<file path="config.mk">
export PLATFORM = sky130hd
export DESIGN_NAME = imem_loader_flat
export DESIGN_NICKNAME = d
export VERILOG_FILES = /design/src/rtl/imem_loader_if.sv /design/src/rtl/imem_loader.sv /design/src/flat_wrapper.sv
export SDC_FILE = /design/constraint.sdc
export NUM_CORES = 1
export LEC_CHECK = 0
export CORE_MARGIN = 5
export CORE_UTILIZATION = 54
export CTS_CLUSTER_SIZE = 12
export DETAILED_ROUTE_END_ITERATION = 7
export PLACE_DENSITY_LB_ADDON = 0.08
export SYNTH_ARGS = -nofsm -noshare
export SYNTH_HDL_FRONTEND = slang
export SYNTH_SLANG_ARGS = --single-unit
</file>
<file path="constraint.sdc">
create_clock -name clk -period 3.38 [get_ports clk]
set_input_delay 0.338 -clock clk [delete_from_list [all_inputs] [get_ports clk]]
set_output_delay 0.338 -clock clk [all_outputs]
set_load 0.01 [all_outputs]
</file>
<file path="src/rtl/imem_loader_if.sv">
// Bus between the UART byte source / control side and the instruction-memory loader.
// The loader takes the slave modport; whatever feeds bytes and watches the write port takes master.
`timescale 1ns/1ps
interface imem_loader_if #(
  parameter int ADDR_W = 14
);
  logic [7:0]        rx_data;
  logic              rx_valid;
  logic              start;
  logic              imem_we;
  logic [ADDR_W-1:0] imem_waddr;
  logic [31:0]       imem_wdata;
  logic              busy;
  logic              done;
  logic              err;
  logic              cpu_hold;

  modport slave (
    input  rx_data, rx_valid, start,
    output imem_we, imem_waddr, imem_wdata, busy, done, err, cpu_hold
  );

  modport master (
    output rx_data, rx_valid, start,
    input  imem_we, imem_waddr, imem_wdata, busy, done, err, cpu_hold
  );
endinterface

</file>
<file path="src/rtl/imem_loader.sv">
// Boot loader: parses a little-endian {count, words, checksum} byte stream from a UART
// and writes the words into instruction memory, holding the CPU in reset until it verifies.
`timescale 1ns/1ps
module imem_loader #(
  parameter int ADDR_W    = 14,
  parameter int BASE_ADDR = 0
) (
  input  logic         clk,
  input  logic         rst_n,
  imem_loader_if.slave bus
);

  typedef enum logic [2:0] {
    S_HDR,
    S_DATA,
    S_CHK,
    S_DONE,
    S_ERR
  } state_e;

  // Largest word count that still fits between BASE_ADDR and the top of memory.
  localparam logic [32:0] MAX_WORDS = (33'd1 << ADDR_W) - 33'(BASE_ADDR);

  state_e            state_q,    state_d;
  logic [1:0]        byte_cnt_q, byte_cnt_d;
  logic [31:0]       shift_q,    shift_d;
  logic [31:0]       csum_q,     csum_d;
  logic [ADDR_W:0]   n_q,        n_d;
  logic [ADDR_W:0]   word_idx_q, word_idx_d;
  logic              we_q,       we_d;
  logic [ADDR_W-1:0] waddr_q,    waddr_d;
  logic [31:0]       wdata_q,    wdata_d;

  logic [31:0]       asm_word;
  logic              field_done;
  logic [ADDR_W:0]   addr_full;

  // Current byte dropped into its lane on top of the bytes already collected.
  always_comb begin
    asm_word = shift_q;
    unique case (byte_cnt_q)
      2'd0: asm_word[7:0]   = bus.rx_data;
      2'd1: asm_word[15:8]  = bus.rx_data;
      2'd2: asm_word[23:16] = bus.rx_data;
      2'd3: asm_word[31:24] = bus.rx_data;
      default: ;
    endcase
  end

  assign field_done = bus.rx_valid && (byte_cnt_q == 2'd3);
  assign addr_full  = (ADDR_W+1)'(BASE_ADDR) + word_idx_q;

  // NOTE: sequential state uses non-blocking assignments so every register samples
  // the pre-edge values; blocking here would create order-dependent simulation races.
  always_ff @(posedge clk or negedge rst_n) begin
    if (!rst_n) begin
      state_q    <= S_HDR;
      byte_cnt_q <= '0;
      shift_q    <= '0;
      csum_q     <= '0;
      n_q        <= '0;
      word_idx_q <= '0;
      we_q       <= 1'b0;
      waddr_q    <= '0;
      wdata_q    <= '0;
    end else begin
      state_q    <= state_d;
      byte_cnt_q <= byte_cnt_d;
      shift_q    <= shift_d;
      csum_q     <= csum_d;
      n_q        <= n_d;
      word_idx_q <= word_idx_d;
      we_q       <= we_d;
      waddr_q    <= waddr_d;
      wdata_q    <= wdata_d;
    end
  end

  // NOTE: every next-state variable takes its hold value first, so no path through
  // the case statement leaves one unassigned and no latch is inferred.
  always_comb begin
    state_d    = state_q;
    byte_cnt_d = byte_cnt_q;
    shift_d    = shift_q;
    csum_d     = csum_q;
    n_d        = n_q;
    word_idx_d = word_idx_q;
    we_d       = 1'b0;
    waddr_d    = waddr_q;
    wdata_d    = wdata_q;

    if (bus.start) begin
      // Restart wins over everything, including a byte arriving this cycle.
      state_d    = S_HDR;
      byte_cnt_d = '0;
      shift_d    = '0;
      csum_d     = '0;
      n_d        = '0;
      word_idx_d = '0;
    end else begin
      unique case (state_q)
        S_HDR: begin
          if (bus.rx_valid) begin
            shift_d    = asm_word;
            byte_cnt_d = byte_cnt_q + 2'd1;
            if (field_done) begin
              if (asm_word == 32'd0) begin
                n_d     = '0;
                state_d = S_CHK;
              end else if ({1'b0, asm_word} > MAX_WORDS) begin
                state_d = S_ERR;
              end else begin
                n_d     = asm_word[ADDR_W:0];
                state_d = S_DATA;
              end
            end
          end
        end

        S_DATA: begin
          if (bus.rx_valid) begin
            shift_d    = asm_word;
            byte_cnt_d = byte_cnt_q + 2'd1;
            if (field_done) begin
              we_d       = 1'b1;
              waddr_d    = addr_full[ADDR_W-1:0];
              wdata_d    = asm_word;
              csum_d     = csum_q + asm_word;
              word_idx_d = word_idx_q + 1'b1;
              if (word_idx_q + 1'b1 == n_q) begin
                state_d = S_CHK;
              end
            end
          end
        end

        S_CHK: begin
          if (bus.rx_valid) begin
            shift_d    = asm_word;
            byte_cnt_d = byte_cnt_q + 2'd1;
            if (field_done) begin
              state_d = (asm_word == csum_q) ? S_DONE : S_ERR;
            end
          end
        end

        S_DONE, S_ERR: ;

        default: state_d = S_HDR;
      endcase
    end
  end

  assign bus.imem_we    = we_q;
  assign bus.imem_waddr = waddr_q;
  assign bus.imem_wdata = wdata_q;
  assign bus.busy       = (state_q == S_HDR) || (state_q == S_DATA) || (state_q == S_CHK);
  assign bus.done       = (state_q == S_DONE);
  assign bus.err        = (state_q == S_ERR);
  assign bus.cpu_hold   = (state_q != S_DONE);

endmodule
</file>
<file path="src/flat_wrapper.sv">
// flat-port wrapper written by rule: the top's interface ports become plain ports
module imem_loader_flat 
#(
  parameter int ADDR_W    = 14,
  parameter int BASE_ADDR = 0
)
  (clk, rst_n, bus_rx_data, bus_rx_valid, bus_start, bus_imem_we, bus_imem_waddr, bus_imem_wdata, bus_busy, bus_done, bus_err, bus_cpu_hold);
  imem_loader_if #(.ADDR_W(ADDR_W)) bus_i ();
  input  logic clk;
  input  logic rst_n;
  input wire logic [$bits(bus_i.rx_data)-1:0] bus_rx_data;
  input wire logic [$bits(bus_i.rx_valid)-1:0] bus_rx_valid;
  input wire logic [$bits(bus_i.start)-1:0] bus_start;
  output wire logic [$bits(bus_i.imem_we)-1:0] bus_imem_we;
  output wire logic [$bits(bus_i.imem_waddr)-1:0] bus_imem_waddr;
  output wire logic [$bits(bus_i.imem_wdata)-1:0] bus_imem_wdata;
  output wire logic [$bits(bus_i.busy)-1:0] bus_busy;
  output wire logic [$bits(bus_i.done)-1:0] bus_done;
  output wire logic [$bits(bus_i.err)-1:0] bus_err;
  output wire logic [$bits(bus_i.cpu_hold)-1:0] bus_cpu_hold;
  assign bus_i.rx_data = bus_rx_data;
  assign bus_i.rx_valid = bus_rx_valid;
  assign bus_i.start = bus_start;
  assign bus_imem_we = bus_i.imem_we;
  assign bus_imem_waddr = bus_i.imem_waddr;
  assign bus_imem_wdata = bus_i.imem_wdata;
  assign bus_busy = bus_i.busy;
  assign bus_done = bus_i.done;
  assign bus_err = bus_i.err;
  assign bus_cpu_hold = bus_i.cpu_hold;
  imem_loader #(.ADDR_W(ADDR_W), .BASE_ADDR(BASE_ADDR)) u_core (.clk(clk), .rst_n(rst_n), .bus(bus_i));
endmodule
</file>
; ---- After elaboration in Yosys (flattened, before gate mapping)
; Index checks and enable logic that the tools add are counted.
[totals]
register_bits = 146
in_bits = 12
out_inout_bits = 51
word_cells = 91
[classes]
addsub = 3
magnitude_cmp = 1
n_eq_ne = 19
mux = 40
bitwise = 1
n_reduce_logical = 18
[ops]
columns = cell, count
row1 = two-way mux 32 bit, 7
row2 = two-way mux 15 bit, 10
row3 = two-way mux 3 bit, 11
row4 = adder 32 bit, 1
row5 = == test 32 bit, 1
row6 = "greater-than comparator 32 x 15 -> 1 bit, second input constant", 1
row7 = logical NOT 32 bit, 1
row8 = two-way mux 8 bit, 4
row9 = "!= test 3 x 2 -> 1 bit, second input constant", 6
row10 = "adder 15 x 1 -> 15 bit, second input constant", 1
row11 = == test 15 bit, 1
row12 = case mux 3 bit (4 select lines), 1
row13 = nonzero test 2 bit, 5
row14 = "!= test 3 bit, second input constant", 3
row15 = AND reduction 4 bit, 2
row16 = AND reduction 8 bit, 1
row17 = "== test 3 x 2 -> 1 bit, second input constant", 2
row18 = two-way mux 2 bit, 3
row19 = "== test 2 bit, second input constant", 2
row20 = two-way mux 1 bit, 4
row21 = "== test 3 x 1 -> 1 bit, second input constant", 1
row22 = "== test 3 bit, second input constant", 1
row23 = logical NOT 3 bit, 1
row24 = AND reduction 3 bit, 1
row25 = other kinds (10), 11

; ---- Depth between registers and ports, before layout
; Gate-level depths: netlist of the first run.
[depth]
ltp_word = 9
ltp_mapped = 16
ltp_nobuf = 15

; ---- Least setup slack after synthesis of the first run
; Ideal clock, no wire load.
[synth_path]
path_type = register to register
startpoint = reg u_core.byte_cnt_q[1]
endpoint = reg u_core.csum_q[20]
setup_ns = 0.069
t_arrival_ns = 3.241
t_required_ns = 3.311
path_slack_ns = 0.070
stages_incl_launch_ff = 15
n_path_buf = 2
period_less_slack_ns = 3.310
cell_sequence = dfrtp_1 inv_1 ha_1 buf_6 mux2i_1 inv_1 ha_1 clkbuf_1 nand2_1 o21ai_0 and3b_1 o31ai_1 a31oi_1 or4_1 nand3_1
[synth_via]
elab_chain_cells = 7
word_cells_on_any_way = 15
classes_between = add/sub (1) / eq/ne (3) / mux (7) / reduce/logical (4)
[synth_rtl]
columns = item, line
row1 = start: declaration, imem_loader.sv:25  ; logic [1:0] byte_cnt_q, byte_cnt_d;
row2 = start signal: assignment, imem_loader.sv:68  ; byte_cnt_q <= byte_cnt_d;
row3 = == test 2 x 1 -> 1 bit, imem_loader.sv:41  ; unique case (byte_cnt_q)
row4 = two-way mux 8 bit, imem_loader.sv:41
row5 = net u_core.asm_word[13], imem_loader.sv:34  ; logic [31:0] asm_word;
row6 = adder 32 bit, imem_loader.sv:128  ; csum_d = csum_q + asm_word;
row7 = two-way mux 32 bit, imem_loader.sv:124  ; if (field_done) begin
row8 = two-way mux 32 bit, imem_loader.sv:121  ; if (bus.rx_valid) begin
row9 = two-way mux 32 bit, imem_loader.sv:101  ; unique case (state_q)
row10 = two-way mux 32 bit, imem_loader.sv:92  ; if (bus.start) begin
row11 = end signal: assignment, imem_loader.sv:70  ; csum_q <= csum_d;
row12 = end: declaration, imem_loader.sv:27  ; logic [31:0] csum_q, csum_d;
; The timed path passes the listed nets, and every way through them passes these cells. The select of a mux whose other input is x is not followed.
; A chain may end at the register's enable or synchronous reset.

; ---- Worst setup path after layout of the first run
[layout_path]
startpoint = reg u_core.byte_cnt_q[0]
endpoint = reg u_core.csum_q[28]
[layout_via]
elab_chain_cells = 7
word_cells_on_any_way = 16
classes_between = add/sub (1) / eq/ne (3) / mux (8) / reduce/logical (4)
[layout_rtl]
columns = item, line
row1 = logical NOT 2 bit, imem_loader.sv:41
row2 = two-way mux 8 bit, imem_loader.sv:41
row3 = net u_core.asm_word[7], imem_loader.sv:34
row4 = adder 32 bit, imem_loader.sv:128
row5 = two-way mux 32 bit, imem_loader.sv:124
row6 = two-way mux 32 bit, imem_loader.sv:121
row7 = two-way mux 32 bit, imem_loader.sv:101
row8 = two-way mux 32 bit, imem_loader.sv:92
; The timed path passes the listed nets, and every way through them passes these cells. The select of a mux whose other input is x is not followed.

==> results of run 1 <==
-- worst reg2reg max path, stage by stage (launching register included) --
cell and delay, ns:
dfrtp_1 0.40, inv_2 0.09, ha_4 0.19, buf_6 0.14, mux2i_1 0.29, inv_1 0.16
ha_1 0.34, buf_4 0.17, a21oi_2 0.15, nand2_1 0.11, o2111ai_4 0.28, a21oi_4 0.12
o2111ai_2 0.21, nand4_1 0.15, a2111o_1 0.39, o211ai_1 0.09
-- cell usage in the layout (no fill, tap or decap), types with 7 or more instances in the layout --
cell type,count
nor3b_1,9
clkdlybuf4s50_1,60
a21o_1,9
nor2_1,80
o21ai_0,54
nor4_1,8
o211ai_1,8
ha_2,11
a21oi_1,53
dfrtp_1,146
inv_1,36
a211oi_1,36
ha_4,11
and3_1,7
buf_6,14
a21oi_2,11
nand4_1,18
nand3_1,17
mux2i_1,18
mux2i_2,10
nand2_1,147
xnor2_1,28
clkbuf_16,17
nand2b_1,9
ha_1,14
mux2i_4,8
nor3_1,14
or3_1,10
buf_4,151
xor2_1,20
-- worst paths after layout --
kind | start | end | slack, ns | cells past startpoint
hold / removal | bus_start | u_core.word_idx_q[11] | 0.44 | 2
min in group asynchronous | rst_n | u_core.bus.imem_waddr[9] | 0.45 | 2
max in group asynchronous | rst_n | u_core.csum_q[18] | 2.07 | 3
hold reg to reg | u_core.bus.imem_wdata[21] | u_core.bus.imem_wdata[21] | 0.48 | 2
setup reg to reg | u_core.byte_cnt_q[0] | u_core.csum_q[28] | 0.03 | 15
setup / recovery | u_core.byte_cnt_q[0] | u_core.csum_q[28] | 0.03 | 15
-- cells by family after synthesis --
kind of cell             after synthesis  synth area share [%]
AO/OA/AOI/OAI                        234                  17.4
XOR/XNOR                              48                  4.89
adder cells (fa/ha/maj)               37                  5.47
buffers and inverters                105                  4.90
flip-flops                           146                  42.5
multiplexers                          39                  4.63
AND/OR/NAND/NOR                      366                  20.2
-- metrics by stage --
step	std cells	util [%]
after floorplan	975	-
after global placement	1344	66.1
after detailed placement	1344	66.1
after CTS	1381	70.9
after global routing	1390	75.0
final	1390	75.0
-- registers in the layout, summed over array words and instances, names as in the netlist --
| signal | flops |
|---|---|
| u_core.word_idx_q | 15 |
| u_core.bus.imem_we | 1 |
| u_core.bus.imem_waddr | 14 |
| u_core.shift_q | 32 |
| u_core.bus.imem_wdata | 32 |
| u_core.n_q | 15 |
| u_core.byte_cnt_q | 2 |
| u_core.csum_q | 32 |
| u_core.state_q | 3 |
-- cell type report --
cell class	count	area, µm²	share of cell area, %
Clock inverter	15	165	1.40
Inverter	41	154	1.30
Tap cell	216	270	2.29
Sequential cell	146	3650	30.9
Clock buffer	17	425	3.60
Multi-Input combinational cell	725	5190	43.9
Timing Repair Buffer	230	1970	16.6
-- per-layer routing --
metal,vias to the layer above,part of all wire (%)
met1,3946,45
met4,0,2.5
met3,59,7.1
met2,304,45
met5,-,0
li1,3840,-
-- power by group --
| part | switching, mW | internal [mW] |
|---|---|---|
| Sequential | 0.0300 | 1.78 |
| Combinational | 0.464 | 0.410 |
| Clock | 0.866 | 1.05 |
| Total | 1.36 | 3.24 |
-- what timing repair did --
action	in CTS	in global routing
endpoints found under the setup margin	29	33
setup buffers	3	10
pin swaps	12	27
hold endpoints to repair	58	0
gates cloned	1	0
hold buffers	1	0
resized for setup	25	117
==> results.json, run 1 <==
{
  "final_antenna_net_count": 0,
  "leakage_nw": 5.34,
  "syn_area_per_cell_um2": 8.82,
  "synth.most_common_cell": "nand2_1",
  "num_rows": 46,
  "design_area_mm2": 0.0118,
  "cp_data_arrival_time_ns": 3.71,
  "finalClockSkew_ns": 0.00968,
  "root_buffer": "clkbuf_16",
  "drive_gt1_share_pct": 26.5,
  "wl_per_cell_um": 19.3,
  "grt_pass1_wl_um": 41200,
  "grt.met2_usage_pct": 42.0,
  "cp_cell_sequence": "inv_2, ha_4, buf_6, mux2i_1, inv_1, ha_1, buf_4, a21oi_2, nand2_1, o2111ai_4, a21oi_4, o2111ai_2, nand4_1, a2111o_1, o211ai_1",
  "drt_first_pass_iters": 6,
  "maxCapViolCount": 0,
  "clk_latency_ns": 0.44,
  "post-route-period-util_pct": 99.1,
  "antenna_found_initial": 0,
  "grt_max_degree": 89,
  "hold_slack_ns": 0.438,
  "grt_usage_pct": 28.5,
  "synth_ff_type": "dfrtp_1",
  "syn_area_mm2": 0.00860,
  "cp-start-kind": "flip-flop",
  "grt-ovfl-total": 0,
  "grtUsageMet1_pct": 43.3,
  "dpl_cell_area_mm2": 0.0104,
  "drt_iter0_markers": 794,
  "n_antenna_cell": 0,
  "setup_ws_ns": 0.0302,
  "yosys.area.top_type": "dfrtp_1",
  "ios": 63,
  "ys_ff_latch": 146,
  "io_buffers": 62,
  "tns_ns": 0,
  "cp.required_ns": 3.74,
  "cp_max_fo": 6,
  "synth_fp_nets": 1024,
  "clock-sinks": 146,
  "synth_top_area_share_pct": 42.5,
  "dp_slack_ns": -0.234,
  "place.gp.congestion": 0.968,
  "finalMaxSlewViolations": 0,
  "hpwl_um": 18000,
  "top_usage_layer": "met1",
  "grt_use_met3_pct": 4.33,
  "timing_hold_violations_final": 0,
  "path_clk_slew_ns": 0.07,
  "cts_buffers": 17,
  "die_w_um": 136,
  "yosysSeqAreaShare_pct": 42.5,
  "crit_type": "flip-flop to flip-flop",
  "relSlewSlack_pct": 46.9,
  "area_growth_pct": 37.5,
  "cpPeakStageDelay_ns": 0.40,
  "initial_core_util_pct": 54.5,
  "worstSetupEndpointType": "flip-flop",
  "die-area_mm2": 0.0185,
  "ys_async_sr_fraction_pct": 100,
  "route.vias.total": 8149,
  "cts_tree": "built",
  "max-clock-path-buffers": 2,
  "fin_nets": 1210,
  "status": "completed",
  "power_density_mw_per_mm2": 389,
  "critical_path_buf_inv_count": 4,
  "synth_warnings": 0,
  "post-route-min-period_ns": 3.35,
  "fmax_mhz": 299,
  "total_power_mw": 4.60,
  "rsz0062_at_grt": "true",
  "cts.htree.levels": 4,
  "vias_per_cell": 5.86,
  "cp_top_family": "compound AO/OA/AOI/OAI gates",
  "drt_wl_total_um": 26800,
  "fp.dieH_um": 136,
  "syn_inst": 975,
  "core_mm2": 0.0158,
  "drc": 0,
  "synth.top_cells.by_area": "dfrtp_1 (42%), nand2_1 (6.5%), ha_1 (5.2%)",
  "first_global_vias": 7666,
  "tightest_slew_ns": 0.793,
  "setup_viol": 0,
  "cpMaxStageDelayCell": "dfrtp_1",
  "nFillCells": 1193,
  "yosysUniqueCellTypes": 67,
  "hold_class": "primary input to flip-flop",
  "ir_worst_vdd_mv": 0.377,
  "synth_common_cells": "nand2_1 (149), dfrtp_1 (146), nor2_1 (82), a21oi_1 (65), o21ai_0 (60)",
  "synth_edf_count": 0
}
Power figures use the tool's default switching activity.
==> run 2, diff against run 1 <==
GPL_ROUTABILITY_DRIVEN = 1   (was not set)
==> results of run 2 <==
No change in the layout: final DEF, timing and power equal those of run 1.
==> run 3, diff against run 2 <==
CORE_UTILIZATION = 59   (was 54)
DONT_BUFFER_PORTS = 1   (was not set)
clock period = 4.05 ns   (was 3.38 ns; I/O delays follow)
==> run 3 against run 2 <==
Non-clock buffer count is 209 lower. First-iteration DRC count is 9.6% lower. Combinational power is 51% lower. Critical path type unchanged. Critical endpoint is now u_core.csum_q[20]. Routed wire length is 13% lower.
==> results.json, run 3 (synthesis results as in run 1) <==
{
  "core_mm2": 0.0144,
  "total_power_mw": 3.47,
  "ir_worst_vdd_mv": 0.327,
  "finalClockSkew_ns": 0.00982,
  "fp.dieH_um": 131,
  "post-route-min-period_ns": 3.90,
  "seqCellArea_mm2": 0.00365,
  "die-area_mm2": 0.0171,
  "multiInputGateArea_mm2": 0.00456,
  "status": "completed",
  "max-clock-path-buffers": 2,
  "cp-start-kind": "flip-flop",
  "path_clk_slew_ns": 0.07,
  "worstSetupEndpointType": "flip-flop",
  "n_antenna_cell": 0,
  "cts.htree.levels": 4,
  "setup_viol": 0,
  "clk_latency_ns": 0.43,
  "dpl_cell_area_mm2": 0.00871,
  "reg2reg_slack_ns": 0.15,
  "hold_class": "primary input to flip-flop",
  "num_rows": 44,
  "initial_core_util_pct": 59.6,
  "grt_max_degree": 147,
  "mostFrequentLayoutCells": "nand2_1 (149), dfrtp_1 (146), nor2_1 (81), a21oi_1 (65), o21ai_0 (59)",
  "rr_endpoint": "u_core.csum_q[20]",
  "fin_nets": 1000,
  "drive_gt1_share_pct": 7.57,
  "drt_first_pass_iters": 7,
  "finalMaxSlewViolations": 0,
  "vias_per_cell": 6.32,
  "cp_max_fo": 6,
  "hpwl_um": 16100,
  "hold-path-endpoint": "u_core.csum_q[23]",
  "final_antenna_net_count": 0,
  "area_growth_pct": 8.72,
  "io_buffers": 0,
  "drt_iter0_markers": 718,
  "nFillCells": 1156,
  "fmax_mhz": 256,
  "crit_type": "flip-flop to flip-flop",
  "clock-sinks": 146,
  "grt-ovfl-total": 0,
  "place.gp.congestion": 1.04,
  "worstHoldStart": "bus_start",
  "drt_wl_total_um": 23200,
  "r2r_cells": 13,
  "die_w_um": 131,
  "holdPathStages": 1,
  "leakage_nw": 4.29,
  "post-route-period-util_pct": 96.3,
  "design_area_mm2": 0.00935,
  "rsz0062_at_grt": "true",
  "drc": 0,
  "power_density_mw_per_mm2": 371,
  "relSlewSlack_pct": 23.5,
  "maxCapViolCount": 0,
  "timing_hold_violations_final": 0,
  "route.vias.total": 7255,
  "cp.required_ns": 4.41,
  "cts_tree": "built",
  "ios": 63,
  "first_global_vias": 6841,
  "cp_data_arrival_time_ns": 4.26,
  "cts_buffers": 17,
  "utilization_pct": 64.8,
  "r2r_start": "u_core.byte_cnt_q[0]",
  "tns_ns": 0,
  "tightest_slew_ns": 1.15,
  "antenna_found_initial": 0,
  "grt_pass1_wl_um": 37100,
  "grt_usage_pct": 27.9,
  "wl_per_cell_um": 20.2,
  "root_buffer": "clkbuf_16",
  "layout_commonest_cell": "nand2_1"
}
[run 3: cell types whose count changed in the layout (fill, tap and decap cells not counted), sizes merged]
cell,before,now
clkbuf,17,18
inv,50,48
clkdlybuf4s50,60,0
or3,13,12
buf,169,20
clkinvlp,1,2
[run 3: stage by stage]
stage	cells	hold slack [ns]	worst slack, ns
after floorplan	975	0.109	0.740
after global placement	1113	0.113	0.246
after detailed placement	1113	0.112	0.127
after CTS	1146	0.00870	0.110
after global routing	1148	0.0313	-0.0428
final	1148	0.0485	0.149
[run 3: report_power, final]
part	switching (mW)	internal [mW]	total, mW	leakage, nW
combinational	0.272	0.152	0.424	2.00
clock	0.674	0.864	1.54	0.276
sequential	0.0208	1.48	1.50	2.01
[run 3: layout make-up]
type	instances	share of cell area, %
clock inverter	14	1.53
sequential	146	39.1
clock buffer	18	4.59
tap	184	2.46
inverter	41	1.65
multi-input combinational	724	48.8
timing repair buffer	21	1.93
[run 3: worst max-delay path by stage]
stage,to,start,cells after the start,slack [ns]
floorplan,u_core.csum_q[20],u_core.byte_cnt_q[1],14,0.74
global placement,u_core.csum_q[20],u_core.byte_cnt_q[0],13,0.25
detailed placement,u_core.csum_q[20],u_core.byte_cnt_q[0],13,0.13
CTS,u_core.csum_q[20],u_core.byte_cnt_q[0],13,0.11
global route,u_core.csum_q[20],u_core.byte_cnt_q[0],13,-0.04
finish,u_core.csum_q[20],u_core.byte_cnt_q[0],13,0.15
[run 3: worst max-delay path, stage by stage, from the launching register on]
cell and delay, ns:
dfrtp_1 0.43, inv_1 0.11, ha_1 0.31, mux2i_2 0.45
inv_1 0.12, ha_1 0.45, o211ai_1 0.14, a21oi_1 0.23
o2111ai_1 0.24, and3b_1 0.22, o31ai_1 0.40, a31oi_1 0.22
or4_1 0.45, nand3_1 0.08
[run 3: what timing repair did]
item / CTS / global route
gates resized for setup: 0 / 8
buffers inserted: 0 / 1
hold buffers: 1 / 1
hold endpoints to repair: 146 / 4
endpoints found under the setup margin: 0 / 10
[run 3: per-layer routing]
metal | share of wire, % | track usage [%]
met1 | 47 | 43.0
met2 | 43 | 40.4
met3 | 8.3 | 5.16
met5 | 0 | 0
met4 | 1.3 | 7.80
